--- config.mk ---
export PLATFORM = sky130hd
export DESIGN_NAME = ram_arbiter
export DESIGN_NICKNAME = d
export VERILOG_FILES = /design/src/rtl/ram_arbiter.sv
export SDC_FILE = /design/constraint.sdc
export NUM_CORES = 1
export LEC_CHECK = 0
export BUFFER_PORTS_ARGS = -buffer_cell sky130_fd_sc_hd__buf_2
export CAP_MARGIN = 5
export CORE_MARGIN = 2
export CORE_UTILIZATION = 45
export CTS_BUF_LIST = sky130_fd_sc_hd__clkbuf_8
export DETAILED_ROUTE_END_ITERATION = 7
export GPL_TIMING_DRIVEN = 1
export PLACE_DENSITY_LB_ADDON = 0.3
export SYNTH_ARGS = -nofsm -noshare
export SYNTH_HDL_FRONTEND = slang
export SYNTH_SLANG_ARGS = --single-unit
export TNS_END_PERCENT = 50
--- constraint.sdc ---
create_clock -name clk -period 1.7 [get_ports clk]
set_input_delay 0 -clock clk [delete_from_list [all_inputs] [get_ports clk]]
set_output_delay 0 -clock clk [all_outputs]
set_load 0.005 [all_outputs]
--- src/rtl/ram_arbiter.sv ---
// Shares one synchronous RAM between a never-stalled CPU slot and a handshaked host port.
// Define RAMARB_DEFER_CNT_EN to add the saturating defer_count output.
module ram_arbiter (
    input  logic        clk,
    input  logic        reset,
    input  logic        cpu_slot,
    input  logic        cpu_sel,
    input  logic        cpu_we,
    input  logic [12:0] cpu_addr,
    input  logic [7:0]  cpu_wdata,
    output logic [7:0]  cpu_rdata,
    input  logic        host_req,
    input  logic        host_we,
    input  logic [12:0] host_addr,
    input  logic [7:0]  host_wdata,
    output logic        host_ack,
    output logic [7:0]  host_rdata,
    output logic [12:0] ram_addr,
    output logic        ram_we,
    output logic [7:0]  ram_wdata,
    input  logic [7:0]  ram_rdata
`ifdef RAMARB_DEFER_CNT_EN
    ,
    output logic [7:0]  defer_count
`endif
);

    typedef enum logic [1:0] {IDLE, PEND, RD, ACK} state_t;

    state_t      state_q, state_d;
    logic        h_we_q, h_we_d;
    logic [12:0] h_addr_q, h_addr_d;
    logic [7:0]  h_wdata_q, h_wdata_d;
    logic        host_ack_q, host_ack_d;
    logic [7:0]  host_rdata_q, host_rdata_d;
    logic [7:0]  cpu_rdata_q, cpu_rdata_d;
    logic        cpu_grant_q;
    logic        cpu_grant;

    assign cpu_grant = cpu_slot & cpu_sel;

    always_comb begin
        state_d      = state_q;
        h_we_d       = h_we_q;
        h_addr_d     = h_addr_q;
        h_wdata_d    = h_wdata_q;
        host_rdata_d = host_rdata_q;
        cpu_rdata_d  = cpu_rdata_q;
        // The CPU read lands one cycle after its grant, whatever the host is doing.
        if (cpu_grant_q)
            cpu_rdata_d = ram_rdata;
        case (state_q)
            IDLE: begin
                if (host_req) begin
                    h_we_d    = host_we;
                    h_addr_d  = host_addr;
                    h_wdata_d = host_wdata;
                    state_d   = PEND;
                end
            end
            PEND: begin
                if (!cpu_grant)
                    state_d = h_we_q ? ACK : RD;
            end
            RD: begin
                host_rdata_d = ram_rdata;
                state_d      = ACK;
            end
            default: state_d = IDLE;
        endcase
        host_ack_d = (state_d == ACK);
    end

    // RAM port: CPU first, then a pending host access, otherwise an idle read of cpu_addr.
    always_comb begin
        ram_addr  = cpu_addr;
        ram_we    = 1'b0;
        ram_wdata = cpu_wdata;
        if (cpu_grant) begin
            ram_we = cpu_we;
        end else if (state_q == PEND) begin
            ram_addr  = h_addr_q;
            ram_we    = h_we_q;
            ram_wdata = h_wdata_q;
        end
        if (reset)
            ram_we = 1'b0;
    end

    always_ff @(posedge clk) begin
        if (reset) begin
            state_q      <= IDLE;
            h_we_q       <= 1'b0;
            h_addr_q     <= '0;
            h_wdata_q    <= '0;
            host_ack_q   <= 1'b0;
            host_rdata_q <= '0;
            cpu_rdata_q  <= '0;
            cpu_grant_q  <= 1'b0;
        end else begin
            state_q      <= state_d;
            h_we_q       <= h_we_d;
            h_addr_q     <= h_addr_d;
            h_wdata_q    <= h_wdata_d;
            host_ack_q   <= host_ack_d;
            host_rdata_q <= host_rdata_d;
            cpu_rdata_q  <= cpu_rdata_d;
            cpu_grant_q  <= cpu_grant;
        end
    end

    assign host_ack   = host_ack_q;
    assign host_rdata = host_rdata_q;
    assign cpu_rdata  = cpu_rdata_q;

`ifdef RAMARB_DEFER_CNT_EN
    logic [7:0] defer_q, defer_d;

    always_comb begin
        defer_d = defer_q;
        if (state_q == PEND && cpu_grant && defer_q != 8'hFF)
            defer_d = defer_q + 8'd1;
    end

    always_ff @(posedge clk) begin
        if (reset)
            defer_q <= '0;
        else
            defer_q <= defer_d;
    end

    assign defer_count = defer_q;
`endif

endmodule

Yosys cells after proc, flatten, opt, wreduce, memory -nomap -nowiden
Cells that the tools add are included.
{ "word_totals": {"register_bits": 42, "in_bits": 57, "out_inout_bits": 39, "elab_cells": 25} }
{ "classes": {"n_eq_ne": 3, "muxes": 11, "n_bitwise": 1, "n_reduce_logical": 2} }
{ "op_table": {"columns": ["operator", "count"], "rows": [
  ["2-to-1 mux 13 bit", 2],
  ["2-to-1 mux 8 bit", 2],
  ["one-hot mux 2 bit (3 select lines)", 1],
  ["equality test 2 bit, second input constant", 2],
  ["2-to-1 mux 1 bit", 4],
  ["2-to-1 mux 2 bit", 2],
  ["equality test 2 x 1 -> 1 bit, second input constant", 1],
  ["logical NOT 2 bit", 1],
  ["AND reduction 2 bit", 1],
  ["bitwise AND 1 bit", 1]
]} }

Longest topological paths before layout
{ "logic_depth": {"word_depth": 4, "depth_mapped": 4} }

Least setup slack after synthesis
OpenSTA, ideal clock, no wires.
{ "synth_timing": {"path_kind": "reg-to-output", "startpoint": "register state_q[1]", "endpoint": "output ram_addr[0]", "arrival_time_ns": 1.183, "required_ns": 1.700, "slack_ns": 0.517, "stages_incl_launch_ff": 5, "cell_sequence": "dfxtp_1 > and2b_1 > nand2_2 > buf_6 > mux2_4"} }
{ "synth_between": {"elab_chain_cells": 3} }
{ "synth_lines": {"columns": ["element", "line", "text"], "rows": [
  ["from (decl)", "30", "state_t state_q, state_d;"],
  ["from (signal assigned)", "101", "state_q <= state_d;"],
  ["equality test 2 x 1 -> 1 bit", "81", "end else if (state_q == PEND) begin"],
  ["2-to-1 mux 13 bit", "81", null],
  ["2-to-1 mux 13 bit", "79", "if (cpu_grant) begin"],
  ["to (decl)", "18", "output logic [12:0] ram_addr,"]
]} }
Every way passes these cells.

Worst setup path in the final report
{ "layout_timing": {"startpoint": "register state_q[1]", "endpoint": "output ram_wdata[7]"} }
{ "layout_between": {"elab_chain_cells": 3} }
{ "layout_lines": {"columns": ["element", "line", "text"], "rows": [
  ["equality test 2 x 1 -> 1 bit", "81", null],
  ["2-to-1 mux 8 bit", "81", null],
  ["2-to-1 mux 8 bit", "79", null],
  ["to (decl)", "20", "output logic [7:0] ram_wdata,"]
]} }
Every way passes these cells.

==> summary.md <==
| Metric | Value |
|---|---|
| Die boundary height | 67.45 um |
| Gp weighted congestion | 0.6956 |
| Clock tree from TritonCTS | yes |
| DR vias/cell | 4.770 |
| Simple-gate share of the synthesized area | 18.09% |
| Overall die area | 4550 um2 |
| Number of unique standard cell types used by synthesis | 19 |
| Static leakage | 1.346 nW |
| Gate count of the mapped netlist | 200 |
| Type of the worst min-delay path | in -> reg |
| DP Area | 2311 um2 |
| Number of buffers on the longest clock path | 2 |
| Pin slew with the least headroom to its limit | 769.9 ps |
| Fin Hold WS | 58.35 ps |
| Worst setup EP type | output pin |
| Share of the clock period used by the worst path | 96.16% |
| Initial core utilization | 45.95% |
| Portion of the post-synthesis area used by sequential elements | 46.41% |
| Final total power | 0.002331 W |
| Count of flip-flops with a built-in enable after synthesis | 0 |
| Horizontal die dimension | 67.45 um |
| Min setup slack post-route | 65.36 ps |
| Most frequent cell after synthesis | nand2_1 |
| Main combinational cell family by area after synthesis | multiplexers |
| Layout cells sized above 1 | 40.43% |
| ANT nets after route | 0 |
| Number of cell rows | 23 |
| Worst r2r path cells | 3 |
| Maximum fanout encountered on the critical timing path | 11 |
| Highest attainable clock frequency | 0.6118 GHz |
| First DRT Iteration DRCs | 85 |
| Iteration count of the initial detailed-routing pass | 4 |
| Number of global-route vias before repair | 1528 |
| Root Buffer | clkbuf_8 |
| Maximum VDD drop | 0.6103 mV |
| Critical Path Sink | ram_wdata[7] |
| Total non-filler cell area in the finished layout | 2766 um2 |
| Maximum number of pins on one net before global-route repair | 44 |
| Clock transition time at the flip-flop clock pins of the worst setup and hold paths | 80 ps |
| Total Neg Setup Slack | 0 ps |
| First-pass GRT wire length | 6603 um |
| Mean cell area of the mapped netlist | 9.059 um2 |
| Diodes inserted | 0 |
| CTS H-tree depth | 2 |
| Cell types with the highest counts after synthesis | nand2_1 (61), dfxtp_1 (42), a21oi_1 (33) |
| Multi-input gate area | 903.4 um2 |
| Final number of setup-violating endpoints | 0 |
| Total gr overflow | 0 |
| Type of the worst setup path | reg -> out |
| Power density relative to cell area | 842.8 nW/um2 |
| Net count of the finished layout | 380 |
| Cells taking the most area after synthesis | dfxtp_1 (46%), mux2_4 (16%), nand2_1 (13%), a21oi_1 (9.1%), mux2i_1 (4.4%) |
| Placeable core region | 3943 um2 |
| Number of antenna violations at the first check in global routing | 0 |
| Fraction of registers with async set or reset after synthesis | 0% |
| DP Worst Slack | 218.8 ps |
| Launch point of the critical path | state_q[1] |
| Primary FF master, synth | dfxtp_1 |
| Reg-to-Reg End | h_we_q |
| Compound-cell area share of the yosys netlist | 10.01% |
| Synth warn | 0 |
| Worst rel slew slack | 48.68% |
| Area share of the leading cell type in the synthesized netlist | 46.41% |
| Final hold violation count | 0 |
| Number of buffers created by CTS | 5 |
| Routed length per instance | 11.95 um |
| Global-route total usage across every layer | 19.11% |
| Buffers on Ports | 95 |
| Number of clock sinks | 42 |
| Most area-hungry cell type in the Yosys netlist | dfxtp_1 |
| Multiplexer area fraction after synthesis | 21.41% |
| Xor/xnor share of the synthesized area | 0% |
| Ports | 96 |
| Syn nets | 257 |
| Worst Clk Skew | 6.630 ps |
| DR vias | 1784 |
| Sum of net half-perimeters after detailed placement | 2829 um |
| Storage element area | 844.6 um2 |
| Startpoint types | flip-flop |
| Critical path arrival | 1630 ps |
| Detailed-route DRC error count | 0 |
| Setup slack of the most critical reg-to-reg path | 230 ps |
| Launching point of the worst reg2reg path | state_q[0] |
| Post-synthesis instance area | 1812 um2 |
| Growth of design area from synthesis to finish | 52.69% |
| RSZ-0062 raised after global routing | no |
| Min cycle time layout | 1635 ps |
| Max-cap violation count | 0 |
| Final-report max-slew violation count | 0 |
| Adder-Cell Fraction of Synth Area | 0% |
| Critical path required time | 1700 ps |
| Clock latency on the worst-skew pair | 290 ps |
| Run status | complete, no violations |
| Final wirelength | 4471 um |
| Layout filler cell count | 299 |
| Register bit count reported by yosys | 42 |
==> state kept, by name (all words and copies together) (netlist names) <==
signal	count
cpu_grant_q	1
cpu_rdata	8
h_addr_q	13
h_wdata_q	8
h_we_q	1
host_ack	1
host_rdata	8
state_q	2
==> power by group <==
group	total, W	internal (W)	switching, W	leakage (nW)
Sequential	0.00108	0.00104	0.0000368	0.344
Clock	0.000765	0.000432	0.000333	0.0579
Combinational	0.000486	0.000285	0.000202	0.944
Total	0.00233	0.00176	0.000572	1.35
==> layer usage <==
metal	global-route usage [%]	vias up	routed length, um
li1	-	906	-
met1	22.56	805	1965
met2	33.54	71	2170
met3	5.667	2	322
met4	5.357	0	13
met5	0	-	0
==> layout make-up <==
class	instances	area share [%]
multi-input cells	144	32.65
flip-flops and latches	42	30.53
clock inverters	3	1.447
repair buffers	130	30.62
well taps	50	2.261
clock buffers	5	2.488
==> logic make-up (layout without fill, tap and decap cells) <==
logic type,after synthesis,count (layout)
AND/OR/NAND/NOR,80,80
multiplexers,29,29
buffers and inverters,14,138
flip-flops,42,42
AO/OA/AOI/OAI,35,35
==> how the worst min path moves through the flow <==
stage,cells after the start,to,from
final,4,state_q[0],host_req
after global routing,4,state_q[0],host_req
after CTS,3,cpu_grant_q,cpu_sel
after detailed placement,3,h_addr_q[9],host_addr[9]
after global placement,3,h_we_q,host_we
after floorplan,2,ram_we,cpu_we
==> layout by cell type (no fill, tap or decap), types with 5 or more instances in the layout <==
cell type      count
nor2_1            11
buf_2             95
nand2_1           61
mux2i_1            8
a21oi_1           33
clkbuf_8           5
dlygate4sd3_1     30
mux2_4            19
dfxtp_1           41
==> per-stage QoR <==
stage,instances,util [%]
after global placement,334,58.62
after CTS,372,69.03
after floorplan,200,-
after detailed placement,334,58.62
final,374,70.17
after global routing,374,70.17
==> critical path, stage by stage, from the launching register on <==
cell	delay, ps
dfxtp_4	370
and2b_2	250
nand2_4	110
buf_12	160
mux2_1	320
buf_2	130
==> what timing repair did <==
action                                  CTS  global route
hold endpoints to repair                 38             0
cloned                                    0             2
buffers inserted                          0             0
hold buffers                             30             0
endpoints found under the setup margin   21            18
gates resized for setup                   1             3
pin swaps                                 0             1
Note: power is estimated with default switching activity, not from simulation.
